<file path="src/rtl/dma_wr_frame_ctrl.sv">
// FIFO-to-DMA burst writer: drains fixed bursts into a ring of frame buffers,
// rotates buffers per frame (skipping a locked one) and flags short/long bursts.
module dma_wr_frame_ctrl #(
  parameter int          DATA_W           = 64,
  parameter int          CNT_W            = 10,
  parameter int          BURST_LEN        = 418,
  parameter int          BURSTS_PER_FRAME = 258,
  parameter int          NUM_BUFS         = 2,
  parameter logic [31:0] BUF_BASE         = 32'h3500_0000,
  parameter logic [31:0] BUF_STRIDE       = 32'h0100_0000
) (
  input  logic              ui_clk,
  input  logic              rst,
  input  logic              enable,
  input  logic              lock_en,
  input  logic [2:0]        lock_idx,
  input  logic [CNT_W-1:0]  fifo_count,
  output logic              fifo_rd_en,
  input  logic [DATA_W-1:0] fifo_data,
  output logic [31:0]       dma_waddr,
  output logic              dma_wareq,
  output logic [15:0]       dma_wsize,
  input  logic              dma_wbusy,
  input  logic              dma_wvalid,
  output logic [DATA_W-1:0] dma_wdata,
  output logic              dma_wready,
  output logic [2:0]        wr_buf_idx,
  output logic [2:0]        done_buf_idx,
  output logic              frame_done,
  output logic              beat_err
);

  localparam int BC_W =
    (BURSTS_PER_FRAME > 1) ? $clog2(BURSTS_PER_FRAME) : 1;
  localparam logic [31:0] BURST_BYTES =
    32'(BURST_LEN * (DATA_W / 8));
  localparam logic [31:0] BLEN32 = 32'(BURST_LEN);
  localparam logic [15:0] BLEN = 16'(BURST_LEN);
  localparam logic [BC_W-1:0] LAST_BURST =
    BC_W'(BURSTS_PER_FRAME - 1);
  localparam logic [2:0] LAST_BUF = 3'(NUM_BUFS - 1);

  typedef enum logic [2:0] {
    S_IDLE, S_ARM, S_REQ, S_BUSY, S_ADV
  } state_t;

  state_t          state_q, state_d;
  logic            wareq_q, wareq_d;
  logic            frame_done_q, frame_done_d;
  logic            beat_err_q, beat_err_d;
  logic [2:0]      wr_buf_q, wr_buf_d;
  logic [2:0]      done_buf_q, done_buf_d;
  logic [BC_W-1:0] burst_cnt_q, burst_cnt_d;
  logic [15:0]     beat_cnt_q, beat_cnt_d;
  logic [31:0]     waddr_q, waddr_d;

  logic [2:0]  inc1, inc2, nxt_buf;
  logic [15:0] beat_inc;
  logic [31:0] fifo_cnt32;

  always_comb begin
    inc1 = (wr_buf_q == LAST_BUF) ? 3'd0 : wr_buf_q + 3'd1;
    inc2 = (inc1 == LAST_BUF) ? 3'd0 : inc1 + 3'd1;
    // With only two buffers the writer may overwrite a locked one
    nxt_buf = (NUM_BUFS >= 3 && lock_en && inc1 == lock_idx)
              ? inc2 : inc1;
    beat_inc = (dma_wvalid && beat_cnt_q != 16'hFFFF)
               ? beat_cnt_q + 16'd1 : beat_cnt_q;
    fifo_cnt32 = 32'(fifo_count);
  end

  always_comb begin
    state_d      = state_q;
    wareq_d      = wareq_q;
    frame_done_d = 1'b0;
    beat_err_d   = beat_err_q;
    wr_buf_d     = wr_buf_q;
    done_buf_d   = done_buf_q;
    burst_cnt_d  = burst_cnt_q;
    beat_cnt_d   = beat_cnt_q;
    unique case (state_q)
      S_IDLE: begin
        if (enable) state_d = S_ARM;
      end
      S_ARM: begin
        if (!enable) begin
          state_d     = S_IDLE;
          burst_cnt_d = '0;
        end else if (fifo_cnt32 >= BLEN32 && !dma_wbusy) begin
          state_d = S_REQ;
          wareq_d = 1'b1;
        end
      end
      S_REQ: begin
        if (dma_wbusy) begin
          wareq_d = 1'b0;
          state_d = S_BUSY;
        end
      end
      S_BUSY: begin
        beat_cnt_d = beat_inc;
        if (!dma_wbusy) begin
          state_d = S_ADV;
          if (beat_inc != BLEN) beat_err_d = 1'b1;
        end
      end
      S_ADV: begin
        beat_cnt_d = '0;
        if (burst_cnt_q == LAST_BURST) begin
          burst_cnt_d  = '0;
          frame_done_d = 1'b1;
          done_buf_d   = wr_buf_q;
          wr_buf_d     = nxt_buf;
        end else begin
          burst_cnt_d = burst_cnt_q + 1'b1;
        end
        // Stopping drops the partial frame but keeps the buffer
        if (enable) begin
          state_d = S_ARM;
        end else begin
          state_d     = S_IDLE;
          burst_cnt_d = '0;
        end
      end
      default: state_d = S_IDLE;
    endcase
    waddr_d = BUF_BASE + 32'(wr_buf_d) * BUF_STRIDE
              + 32'(burst_cnt_d) * BURST_BYTES;
  end

  always_ff @(posedge ui_clk or posedge rst) begin
    if (rst) begin
      state_q      <= S_IDLE;
      wareq_q      <= 1'b0;
      frame_done_q <= 1'b0;
      beat_err_q   <= 1'b0;
      wr_buf_q     <= 3'd0;
      done_buf_q   <= LAST_BUF;
      burst_cnt_q  <= '0;
      beat_cnt_q   <= '0;
      waddr_q      <= BUF_BASE;
    end else begin
      state_q      <= state_d;
      wareq_q      <= wareq_d;
      frame_done_q <= frame_done_d;
      beat_err_q   <= beat_err_d;
      wr_buf_q     <= wr_buf_d;
      done_buf_q   <= done_buf_d;
      burst_cnt_q  <= burst_cnt_d;
      beat_cnt_q   <= beat_cnt_d;
      waddr_q      <= waddr_d;
    end
  end

  assign fifo_rd_en   = (state_q == S_BUSY) && dma_wvalid;
  assign dma_wdata    = fifo_data;
  assign dma_wready   = 1'b1;
  assign dma_wsize    = BLEN;
  assign dma_wareq    = wareq_q;
  assign dma_waddr    = waddr_q;
  assign wr_buf_idx   = wr_buf_q;
  assign done_buf_idx = done_buf_q;
  assign frame_done   = frame_done_q;
  assign beat_err     = beat_err_q;

endmodule

</file>
<file path="config.mk">
export PLATFORM = sky130hd
export DESIGN_NAME = dma_wr_frame_ctrl
export DESIGN_NICKNAME = d
export VERILOG_FILES = /design/src/rtl/dma_wr_frame_ctrl.sv
export SDC_FILE = /design/constraint.sdc
export NUM_CORES = 1
export LEC_CHECK = 0
export ABC_AREA = 1
export BUFFER_PORTS_ARGS = -buffer_cell sky130_fd_sc_hd__buf_2
export CORE_MARGIN = 4
export CORE_UTILIZATION = 44
export DETAILED_ROUTE_END_ITERATION = 12
export PLACE_DENSITY = 0.78
export RECOVER_POWER = 50
export SYNTH_ARGS = -nofsm -noshare
export SYNTH_HDL_FRONTEND = slang
export SYNTH_SLANG_ARGS = --single-unit
</file>
<file path="constraint.sdc">
create_clock -name ui_clk -period 4.4 [get_ports ui_clk]
set_input_delay 0.88 -clock ui_clk [delete_from_list [all_inputs] [get_ports ui_clk]]
set_output_delay 0.88 -clock ui_clk [all_outputs]
set_load 0.01 [all_outputs]
</file>
After elaboration in Yosys (flattened, before gate mapping)
Cells that the tools add are included.
Word-level totals
  register bits after elaboration: 69
  bits of input ports: 83
  word-level logic and storage cells: 64
Operators by class
  add/subtract/negate cells: 5
  multipliers: 1
  magnitude comparators: 1
  eq/ne operators: 14
  multiplexer cells: 22
  bitwise logic cells: 1
  reductions and logical operators: 11
Operators by type and width (count)
  $add A31 B21 Y32: 1
  $pmux W16 S2: 1
  $add A30 B27 Y31 const A: 1
  $mux W9: 3
  $mux W3: 8
  $pmux W9 S2: 1
  $mul A9 B8 Y17 const B: 1
  $add A16 B1 Y16 const B: 1
  $mux W16: 1
  $ne A16 B16 Y1 const B: 1
  $ne A16 B9 Y1 const B: 1
  $pmux W3 S5: 1
  $ge A10 B9 Y1 const B: 1
  $ne A2 B2 Y1 const B: 5
  $add A9 B1 Y9 const B: 1
  $eq A9 B9 Y1 const B: 1
  $reduce_and A4 Y1: 2
  $eq A3 B1 Y1 const B: 2
  $eq A3 B2 Y1 const B: 2
  $mux W1: 6
  $reduce_bool A2 Y1: 2
  $add A3 B1 Y3 const B: 1
  $eq A3 B3 Y1 const B: 1
  $logic_and A1 B1 Y1: 3
  7 further kinds: 7

Logic depth before layout (Yosys ltp)
  word-level depth: 6
  gate-level depth with buffers: 22
  gate-level depth less buffers: 22

Least setup slack after synthesis
No wires, ideal clock.
  path kind: input -> register
  from: input port enable
  to: register waddr_q[17], in the netlist dma_waddr[17]
  arrival time: 4.236 ns
  data required time: 4.278 ns
  setup slack: 0.042 ns
  stages on the path: 16
  cell sequence: inv_1 nor3_2 inv_2 o22ai_1 ha_1 inv_1 fa_1 fa_1 inv_1 ha_1 ha_1 inv_1 nor3_1 a21oi_1 o211a_1 xor2_1
On the way
  word-level cells in the longest chain between the ends: 4
  elaborated cells on any way between the ends: 5
  those cells by class: add/sub: 1; mul: 1; mux: 3
Ends and longest elaborated chain
  start, declared: line 14  | input logic enable,
  $mux W9 (on tied branches): line 118, 86
  $pmux W9 S2 *: line 81  | unique case (state_q)
  via burst_cnt_d[1]: line 53  | logic [BC_W-1:0] burst_cnt_q, burst_cnt_d;
  $mul A9 B8 Y17 *: line 128  | + 32'(burst_cnt_d) * BURST_BYTES;
  $add A31 B21 Y32 *: line 128
  via waddr_d[17]: line 55  | logic [31:0] waddr_q, waddr_d;
  end signal, assigned: line 151  | waddr_q <= waddr_d;
  end, declared: line 55
Mark *: on every way through the listed nets, which the timed path passes. The rest lies on a longest branch.
A chain may end at the register's enable or synchronous reset.

==> impl_metrics.py <==
metrics = {
    "power": {
        "finalPower_uw": 1520,
        "internal_power_uw": 931,
        "p_per_area_mw_per_mm2": 319,
        "sw_frac_of_total_pct": 38.9,
        "ir_drop_v": 0.000169,
        "switchingPower_uw": 593,
        "p_seq_share_pct": 43.9,
        "pwr-share-comb_pct": 33.8,
        "p_clk_share_pct": 22.3,
        "leakage_uw": 0.00264,
    },
    "die": {
        "initial_core_util_pct": 45.0,
        "core_sq_mm": 0.0103,
        "ios": 206,
        "die_x_um": 110,
        "dieArea_sq_mm": 0.0122,
        "row_count": 37,
        "dieHeight_um": 110,
    },
    "global_routing": {
        "grt_pass1_vias": 3637,
        "grt_max_degree": 31,
        "antenna_found_initial": 0,
        "track_usage_pct": 14.9,
        "grt_first_pass_wirelength_mm": 15.7,
        "grt_overflow": 0,
    },
    "timing": {
        "tightestPinTransition_ns": 0.938,
        "setup_viol": 0,
        "fmax_mhz": 231,
        "hold_viol_final": 0,
        "fin_setup_tns_ns": 0,
        "fin_ws_ns": 0.0720,
        "finClkSkew_ns": 0.00864,
        "post-route-period-util_pct": 98.4,
        "final-max-slew-violation-count": 0,
        "rsz0062_at_grt": "true",
        "fin_crit_ns": 4.33,
        "maxSlewHeadroom_pct": 37.4,
    },
    "finish": {
        "antenna_cells": 0,
        "layout-drive-gt1-share_pct": 23.2,
        "nets": 723,
        "area_growth_pct": 3.47,
        "fin_cells": 722,
    },
    "yosys": {
        "syn_area_per_cell_sq_um": 7.96,
        "netlist_area_sq_mm": 0.00462,
        "synth_edf_count": 0,
        "ys_ff_latch": 54,
        "yosysUniqueCellTypes": 37,
        "yosys.area.top_type_share_pct": 27.6,
        "postSynthCellCount": 581,
        "synth_ff_type": "dfrtp_1",
        "async_flop_share_pct": 100,
        "synth_largest_area_cell": "dfrtp_1",
        "seq_area_frac_synth_pct": 29.3,
        "ys_warn_count": 0,
        "synthTopCellsByArea": "dfrtp_1 28%, buf_4 16%, ha_1 13%",
    },
    "setup_path": {
        "r2r_slack_ns": 0.07,
        "crit_top_cell": "ha_1",
        "critical_path_arrival_ns": 4.56,
        "critPathKind": "register to register",
        "cp_cell_sequence": "inv_2 -> ha_1 -> nand4_1 -> nor2_4 -> nor3_4 -> inv_2 -> buf_4 -> nor2_1 -> nand2_1 -> o21ai_2 -> ha_1 -> inv_1 -> fa_1 -> inv_1 -> ha_1 -> ha_1 -> ha_1 -> a21oi_1 -> o21ai_0 -> a21oi_1 -> nor2_1 -> nor2_1 -> xnor2_1",
        "reg2regPathDepth": 23,
        "crit_end": "dma_waddr[18]",
        "critPathLaunch": "dma_waddr[5]",
        "required_ns": 4.63,
        "worstSetupEndpointType": "register",
        "cp-start-kind": "register",
        "r2r_end": "dma_waddr[18]",
        "rr_startpoint": "dma_waddr[5]",
        "slowest_stage": "fa_1",
        "crit_fanout": 5,
        "slowest_delay_ns": 0.50,
    },
    "clocking": {
        "cts-buffers-inserted": 5,
        "clock_latency_ns": 0.31,
        "cts_tree": "done",
        "h-tree-depth": 2,
        "clock_sinks": 54,
        "cts-root-buf": "clkbuf_8",
        "cts_hold_buf": 0,
        "cts.path.max_buffers": 2,
        "cts.reportedPaths.clkPinSlew_ns": 0.10,
    },
    "min_path": {
        "worstHoldPathType": "register to register",
    },
    "drt": {
        "wirelength_met1_mm": 3.91,
        "highest_layer": "met4",
        "met3WireLength_um": 526,
        "wl_per_cell_um": 13.3,
        "drc_errors": 0,
        "via_per_inst": 4.96,
        "antenna_left": 0,
        "wl_met2_mm": 5.02,
        "vias": 3584,
        "wirelength_mm": 9.61,
        "drtIter0Drc": 200,
        "drtPass1Iterations": 5,
    },
    "place": {
        "port_buffers": 44,
        "dp.cells": 711,
        "dp_hpwl_mm": 7.32,
        "dp_slack_ns": -0.253,
        "gp_congestion": 0.918,
    },
    "status": {
        "status": "finished clean",
    },
    "run": {
        "drv_cap": 0,
    },
}
## logic make-up (layout without fill, tap and decap cells)
group / after synthesis / count (layout) / synth area share (%)
adder cells (fa/ha/maj): 55 / 55 / 16.2
other: 2 / 28 / 0.162
AND/OR/NAND/NOR: 208 / 208 / 20.4
flip-flops: 54 / 54 / 29.3
buffers and inverters: 183 / 162 / 22.7
AO/OA/AOI/OAI: 63 / 63 / 8.12
XOR/XNOR: 16 / 16 / 3.03
## layout by cell type (no fill, tap or decap), drive strengths merged
cell type and n:
dfrtp 51, xnor2 7, a21boi 2, a21oi 11, nand4 9, nor2 49, nand2 120, o211a 1
dfstp 3, a211oi 1, o32ai 1, nand3 22, xor2 9, o211ai 1, o22ai 17, ha 47
o21bai 2, and2 1, clkbuf 6, bufinv 1, buf 70, o21ai 24, nor3 7, clkinvlp 1
clkinv 1, inv 83, conb 28, fa 8, o31ai 3
## worst min path at each step
stage | from | to | slack (ns) | depth (start not counted)
finish | beat_err | beat_err | 0.47 | 2
global route | beat_err | beat_err | 0.49 | 2
CTS | beat_err | beat_err | 0.48 | 2
global placement | beat_err | beat_err | 0.45 | 2
floorplan | done_buf_idx[0] | done_buf_idx[0] | 0.47 | 2
detailed placement | beat_err | beat_err | 0.45 | 2
## worst max-delay path: cells and delay by family (launching register included)
family | cells | cell delay [ns]
buf+inv | 5 | 0.45
simple gates | 7 | 0.68
compound gates | 4 | 0.68
xor+xnor | 1 | 0.13
flops | 1 | 0.42
fa+ha+maj | 6 | 1.90
## cell type report
cell class	count	area, sq um
clock inverters	2	37.5
repair buffers	70	415
well taps	136	170
clock buffers	6	72.6
inverters	84	317
fillers	1005	5500
flip-flops and latches	54	1360
multi-input cells	370	2410
## synth_stat cells (2+ instances only)
cell / n
o31ai_1: 3
o21ai_0: 13
o21ai_1: 10
inv_1: 68
a21oi_1: 10
nor2_2: 5
nand2_4: 3
nand3_1: 22
ha_1: 47
dfrtp_1: 51
inv_2: 15
a21boi_0: 2
xnor2_1: 7
nand2_2: 6
nand4_1: 9
o22ai_1: 17
buf_4: 96
dfstp_2: 3
nor3_2: 3
xor2_1: 9
nand2_1: 111
nor2_4: 5
conb_1: 2
buf_2: 2
nor3_1: 4
fa_1: 8
o21bai_1: 2
nor2_1: 39
## routing by layer
layer | vias up | GRT usage, %
met5 | - | 0
met4 | 0 | 4.76
met3 | 28 | 3.23
met2 | 128 | 27.3
met1 | 1691 | 17.0
li1 | 1737 | -
## through the flow
stage,utilization [%],hold WS [ns],instance area [sq um]
6_report,46.5,0.470,4780
5_1_grt,46.5,0.494,4780
4_1_cts,45.4,0.476,4660
3_5_place_dp,44.3,0.451,4550
3_3_place_gp,44.3,0.445,4550
2_1_floorplan,-,0.473,4720
## flip-flops by register name (all words and copies together), names as in the netlist
name	cells
beat_cnt_q	16
beat_err	1
burst_cnt_q	5
dma_waddr	21
dma_wareq	1
done_buf_idx	3
frame_done	1
state_q	3
wr_buf_idx	3
## power groups by stage
stage | Combinational (uW) | Clock (uW) | Sequential (uW)
after floorplan | 443 | 0 | 648
after global placement | 461 | 0 | 667
after detailed placement | 484 | 0 | 671
after CTS | 489 | 350 | 663
after global routing | 588 | 366 | 682
final | 514 | 340 | 669
## timing repair
item                                    CTS  global route
endpoints found under the setup margin    1             7
gates resized for setup                   1            21
pin swaps                                 0             3
setup buffers                             0             3
Power figures use the tool's default switching activity.
